===== config.mk =====
export PLATFORM = sky130hd
export DESIGN_NAME = pipe_hazard_ctrl
export DESIGN_NICKNAME = d
export VERILOG_FILES = /design/src/rtl/pipe_hazard_ctrl.sv
export SDC_FILE = /design/constraint.sdc
export NUM_CORES = 1
export LEC_CHECK = 0
export CORE_ASPECT_RATIO = 1.5
export CORE_MARGIN = 4
export CORE_UTILIZATION = 47
export DETAILED_ROUTE_END_ITERATION = 16
export DONT_BUFFER_PORTS = 1
export PLACE_DENSITY = 0.69
export SETUP_SLACK_MARGIN = 0.05
export SLEW_MARGIN = 15
export SYNTH_ARGS = -nofsm -noshare
export SYNTH_HDL_FRONTEND = slang
export SYNTH_SLANG_ARGS = --single-unit

===== constraint.sdc =====
create_clock -name clk -period 2.95 [get_ports clk]
set_clock_uncertainty 0.05 [all_clocks]
set_input_delay 0.59 -clock clk [delete_from_list [all_inputs] [get_ports clk]]
set_output_delay 0.59 -clock clk [all_outputs]
set_load 0.01 [all_outputs]

===== src/rtl/pipe_hazard_ctrl.sv =====
// pipe_hazard_ctrl
// ----------------
// Backward control path for the IF/ID and ID/EX stage buffers. A shift-register
// scoreboard records the destination register of each in-flight instruction
// from ID/EX issue until register-file write completion. From that, the block
// decides when the front of the pipe must hold, when a bubble enters ID/EX, and
// when IF/ID is flushed after a taken branch or jump.
//
// Ports:
//   clk, rst            pipeline clock; synchronous active-high reset
//   id_valid            ID stage holds a valid instruction
//   id_rs / id_rt       source registers of the ID instruction
//   id_uses_rs/_rt      ID instruction actually reads that source
//   id_rd, id_regwrite  destination register of the ID instruction and its write enable
//   br_taken            branch/jump in slot1 (EX/MEM) resolved taken
//   pc_hold             freeze the PC
//   if_id_hold          IF/ID keeps its contents
//   id_ex_bubble        ID/EX loads a NOP
//   if_id_flush         IF/ID loads a NOP
//   stall_cnt           saturating count of cycles with pc_hold = 1
//
// Handshake: there is none. All outputs are combinational from registered
// state plus the current ID/branch inputs, and the buffers sample them at
// every rising edge of clk.
//
// No FSM: the only state is the scoreboard (sb_v / sb_rd), the flush window
// counter and the stall counter. The scoreboard vectors are plain named
// signals so they can be observed directly.

module pipe_hazard_ctrl #(
    parameter int REG_AW       = 6,
    parameter int PIPE_DEPTH   = 3,   // must be >= 2 (slot1 holds the resolving branch)
    parameter int FLUSH_CYCLES = 2,   // must be >= 1
    parameter int CNT_W        = 16
) (
    input  logic              clk,
    input  logic              rst,
    input  logic              id_valid,
    input  logic [REG_AW-1:0] id_rs,
    input  logic [REG_AW-1:0] id_rt,
    input  logic              id_uses_rs,
    input  logic              id_uses_rt,
    input  logic [REG_AW-1:0] id_rd,
    input  logic              id_regwrite,
    input  logic              br_taken,
    output logic              pc_hold,
    output logic              if_id_hold,
    output logic              id_ex_bubble,
    output logic              if_id_flush,
    output logic [CNT_W-1:0]  stall_cnt
);

    // Wide enough to hold FLUSH_CYCLES-1.
    localparam int FC_W = (FLUSH_CYCLES > 1) ? $clog2(FLUSH_CYCLES) : 1;

    // Scoreboard: slot0 = ID/EX, slot1 = EX/MEM, slot2 = WB (default depth).
    logic [PIPE_DEPTH-1:0]             sb_v;
    logic [PIPE_DEPTH-1:0][REG_AW-1:0] sb_rd;

    logic [FC_W-1:0] flush_cnt;

    logic match_rs;
    logic match_rt;
    logic raw;
    logic flush;
    logic stall;

    // Hazard detection. The WB slot still counts: the register file is only
    // written at the end of that cycle, so a reader in ID cannot see it yet.
    always_comb begin
        match_rs = 1'b0;
        match_rt = 1'b0;
        for (int i = 0; i < PIPE_DEPTH; i++) begin
            if (sb_v[i] && (sb_rd[i] == id_rs)) match_rs = 1'b1;
            if (sb_v[i] && (sb_rd[i] == id_rt)) match_rt = 1'b1;
        end
        raw   = id_valid & ((id_uses_rs & match_rs) | (id_uses_rt & match_rt));
        flush = br_taken | (flush_cnt != '0);
        // The instruction in ID is about to be flushed, so stalling it is pointless.
        stall = raw & ~flush;
    end

    assign pc_hold      = stall;
    assign if_id_hold   = stall;
    assign id_ex_bubble = stall;
    assign if_id_flush  = flush;

    always_ff @(posedge clk) begin
        if (rst) begin
            sb_v      <= '0;
            sb_rd     <= '0;
            flush_cnt <= '0;
            stall_cnt <= '0;
        end else begin
            for (int i = 1; i < PIPE_DEPTH; i++) begin
                sb_v[i]  <= sb_v[i-1];
                sb_rd[i] <= sb_rd[i-1];
            end
            // The instruction in ID/EX is younger than the taken branch in
            // slot1: squash it instead of letting it advance.
            if (br_taken) sb_v[1] <= 1'b0;

            // Bubble on flush (which includes br_taken) or stall; otherwise
            // record the issuing instruction's destination.
            sb_v[0]  <= ~flush & ~stall & id_valid & id_regwrite;
            sb_rd[0] <= id_rd;

            // A new taken branch reloads the window even if one is active.
            if (br_taken)
                flush_cnt <= FC_W'(FLUSH_CYCLES - 1);
            else if (flush_cnt != '0)
                flush_cnt <= flush_cnt - FC_W'(1);

            if (stall && (stall_cnt != {CNT_W{1'b1}}))
                stall_cnt <= stall_cnt + CNT_W'(1);
        end
    end

endmodule


Word-level counts from Yosys, hierarchy flattened. Cells that the tools add are included.

Reduce and logical (&&, ||, !) cells: 8. Mux-type cells: 8. Bitwise logic cells: 11. Eq/ne operators: 7. Add/sub/neg operators: 2.

Operators with widths (number): equality test 6 bit (6); adder 16 x 1 -> 16 bit, second input constant (1); inequality test 16 bit, second input constant (1); 2-to-1 mux 1 bit (8); bitwise AND 1 bit (7); logical AND 1 bit (7); inverter 1 bit (2); OR 1 bit (2); OR reduction 2 bit (1); subtractor 1 bit, second input constant (1).

Register bits: 38.

Logic depth before layout (Yosys ltp). Gate-level depths: netlist of run 1.

Depth after elaboration: 13. Gate-level depth with buffers: 8.

Worst setup path before layout of run 1. No wires, ideal clock.

Kind: input -> output. From: input id_rs[4]. To: output if_id_hold. Arrival time: 1771 ps. Path buffers: 1. Cell stages on the path: 5. Required time: 2310 ps. Setup slack: 539 ps. Cells stage by stage: xor2_1 > nor4_2 > o31ai_4 > a21oi_1 > buf_4.

Cells in the longest elaborated chain, start to end: 9.

Ends and longest elaborated chain: from (decl) (line 39) `input logic [REG_AW-1:0] id_rs,`; equality test 6 bit (line 74) `if (sb_v[i] && (sb_rd[i] == id_rs)) match_rs = 1'b1;`; logical AND 1 bit (line 74); 2-to-1 mux 1 bit (2 in a row) (line 74); 2-to-1 mux 1 bit (*) (line 74); bitwise AND 1 bit (*) (line 77) `raw = id_valid & ((id_uses_rs & match_rs) | (id_uses_rt & match_rt));`; OR 1 bit (*) (line 77); bitwise AND 1 bit (*) (line 77); bitwise AND 1 bit (*) (line 80) `stall = raw & ~flush;`; to (decl) (line 47) `output logic if_id_hold,`.

Mark *: on every way between the ends. The rest lies on a longest branch, timed or not.

Worst setup path in the final report of run 1.
From: register sb_rd[9] (netlist name). To: output id_ex_bubble.

Cells in the longest elaborated chain, start to end: 8.

Ends and longest elaborated chain: from (decl) (line 58) `logic [PIPE_DEPTH-1:0][REG_AW-1:0] sb_rd;`; from (signal, indexed assignment) (line 97) `sb_rd[i] <= sb_rd[i-1];`; equality test 6 bit (on tied branches) (line 74, 75); logical AND 1 bit (on tied branches) (line 74, 75); 2-to-1 mux 1 bit (on tied branches) (2 in a row) (line 74, 75); bitwise AND 1 bit (line 77); OR 1 bit (*) (line 77); bitwise AND 1 bit (*) (line 77); bitwise AND 1 bit (*) (line 80); to (decl) (line 48) `output logic id_ex_bubble,`.

Marked as above.

==> results.py, run 1 <==
metrics = {
    "timing": {
        "setup_violations": 0,
        "finalCritPeriodShare": 0.8656,
        "rsz0062_at_grt": "false",
        "postLayoutSetupSlackWorst_ps": 396.4,
        "tns_ps": 0,
        "clock.fmax_mhz": 391.6,
        "hold_viol_final": 0,
        "relSlewSlack": 0.6320,
        "slew_violations": 0,
        "tightest_slew_ps": 538.1,
        "whs_ps": 309.0,
        "min_period_ps": 2554,
    },
    "clock_tree": {
        "cts_made_buffers": 5,
        "postCtsResizedCells": 0,
        "cts_tree": "done",
        "cts_max_path_buffers": 2,
        "cts.clk_slew.worst_paths_ps": 80,
        "htreeDepth": 2,
        "clock-root-buffer": "clkbuf_8",
        "cts_sinks": 38,
        "insertion_delay_ps": 290,
        "cts_setup_buffers": 0,
        "cts_hold_buffers": 0,
    },
    "cells_and_area": {
        "nets": 222,
        "diodes": 0,
        "fin_area_sq_um": 2077,
        "fin_util": 0.5247,
        "syn2layout_area_growth_pct": 6.615,
        "fill_cells": 360,
        "drive_above_1_share": 0.1066,
    },
    "route": {
        "ant_nets": 0,
        "viasPerCell": 5.682,
        "drt_pass1_iterations": 4,
        "wl_per_cell_microns": 16.31,
        "first_iter_violations": 37,
        "drc": 0,
        "via_count": 1375,
        "drt-total-wl_mm": 3.947,
    },
    "power_and_ir_drop": {
        "powerDensity_nw_per_um2": 464.5,
        "p_leak_nw": 0.6803,
        "vdd_ir_drop_max_mv": 0.3137,
    },
    "synthesis": {
        "netlist_top_cells_area": "dfxtp_1 39%, xnor2_1 11%, xor2_1 8.5%, nor2b_1 7.4%, o31ai_4 3.3%",
        "synth_area_leader_cell": "dfxtp_1",
        "synthArstFlopShare": 0,
        "synthFlopType": "dfxtp_1",
        "synthCells": 194,
        "post-synth-top-count-cell": "dfxtp_1",
        "synth.distinct_cells": 35,
        "synth-seq-cells": 38,
        "syn_nets": 220,
        "synth_common_cells": "38 x dfxtp_1, 25 x xnor2_1, 23 x nor2b_1",
        "synth_area_sq_um": 1948,
        "ys_warn_count": 0,
        "synth_edf_count": 0,
        "synth.avg_cell_area_sq_um": 10.04,
        "yosysTopAreaCellShare": 0.3905,
        "ys_seq_area_frac": 0.3905,
    },
    "worst_setup_path": {
        "end_kind": "output pin",
        "crit_chain": "xor2_1 -> nor4_4 -> o31ai_4 -> a21oi_1 -> buf_4",
        "crit_path_top_delay_cell": "o31ai_4",
        "critPathBufInv": 1,
        "crit_required_ps": 2310,
        "cpLargestDelayFamily": "compound AO/OA/AOI/OAI gates",
        "worstPathArrival_ps": 1910,
        "cp_max_fo": 10,
        "cp-startpoint": "sb_rd[9]",
        "critPathKind": "register to output pin",
        "cpPeakStageDelay_ps": 510,
        "critPathLaunchType": "register",
        "worstReg2RegStart": "sb_rd[8]",
    },
    "global_routing": {
        "grt_usage": 0.1706,
        "grt_first_pass_wirelength_mm": 6.768,
        "top_usage_layer": "met2",
        "met1_usage": 0.1761,
        "grt.met2_usage": 0.2941,
        "grt_start_max_net_pins": 42,
        "antenna_found_initial": 0,
        "overflow": 0,
        "grt_pass1_vias": 1490,
        "use_met3": 0.06677,
    },
    "status": {
        "run_status": "finished clean",
    },
    "place": {
        "place_area_sq_um": 1982,
        "pre_cts_ws_ps": 355.1,
        "routabilityCongestion": 0.9179,
        "dp_hpwl_mm": 3.112,
        "port_buffers": 0,
    },
    "floorplanning": {
        "die_area_sq_um": 5260,
        "coreArea_sq_um": 3959,
        "die_y_microns": 86.85,
        "die_w_microns": 60.57,
        "start_util": 0.4921,
        "io_pins": 45,
        "rows": 28,
    },
    "run": {
        "cap_violations": 0,
    },
    "min_path": {
        "worstHoldStart": "br_taken",
        "hp-class": "primary input to register",
    },
}
-- state kept, by name (all words and copies together) (netlist names) --
signal / count
flush_cnt: 1
sb_v: 3
sb_rd: 18
stall_cnt: 16
-- cell usage in the layout, fill, tap and decap left out, types with 2 or more instances in the layout --
cell type  instances
o31ai_4            3
nand3_1            8
xor2_1            19
nand4_1            9
clkbuf_8           6
mux2_1             2
nand2_1            5
a211oi_1           2
inv_1              3
a21bo_1            3
a2111oi_0          2
nor2b_1           23
nor4_2             4
a21oi_1            7
nand3b_1           3
nor2_1            15
dfxtp_1           38
xnor2_1           25
nor4_4             2
-- final cells by class --
type	count	area (sq um)	share of cell area
multi-input cells	147	1146	0.5518
clock buffers	6	82.58	0.03976
clock inverters	2	12.51	0.006024
repair buffers	1	7.507	0.003614
flip-flops and latches	38	760.7	0.3663
inverters	3	11.26	0.005422
well taps	45	56.30	0.02711
-- per-stage QoR --
stage | std cells | power [mW]
floorplan | 194 | 0.6036
global placement | 234 | 0.6079
detailed placement | 234 | 0.6091
CTS | 242 | 0.9752
global route | 242 | 1.009
finish | 242 | 0.9648
-- routing by layer --
metal  up-vias  share of wire
met5         -              0
met4         0          0.027
met3        12          0.092
met2        45           0.53
met1       651           0.35
li1        667              -
-- where the power goes --
| group | switching, mW | internal, mW | total, mW |
|---|---|---|---|
| clock network | 0.181 | 0.188 | 0.369 |
| logic | 0.0286 | 0.0330 | 0.0616 |
| registers | 0.0107 | 0.524 | 0.535 |
| total | 0.220 | 0.745 | 0.965 |
-- cell families after synthesis --
kind of cell,share of synthesized area
compound gates,0.1150
mux,0.01670
simple gates,0.2524
buf+inv,0.02119
xor+xnor,0.1978
fa+ha+maj,0.006422
flops,0.3905
-- worst paths after layout --
path | endpoint | slack (ps) | cells after the start
max | id_ex_bubble | 400 | 5
min | sb_v[1] | 310 | 1
max reg2reg | stall_cnt[15] | 600 | 7
min reg2reg | sb_rd[16] | 440 | 1
Power figures use the tool's default switching activity.
==> run 2: changes to the inputs <==
--- a/config.mk
+++ b/config.mk
@@ -11,8 +11,7 @@
 export DETAILED_ROUTE_END_ITERATION = 16
 export DONT_BUFFER_PORTS = 1
 export PLACE_DENSITY = 0.69
-export SETUP_SLACK_MARGIN = 0.05
-export SLEW_MARGIN = 15
+export SLEW_MARGIN = 20
 export SYNTH_ARGS = -nofsm -noshare
 export SYNTH_HDL_FRONTEND = slang
 export SYNTH_SLANG_ARGS = --single-unit
==> results of run 2 <==
The final DEF is identical to that of run 1; final timing and power are the same.
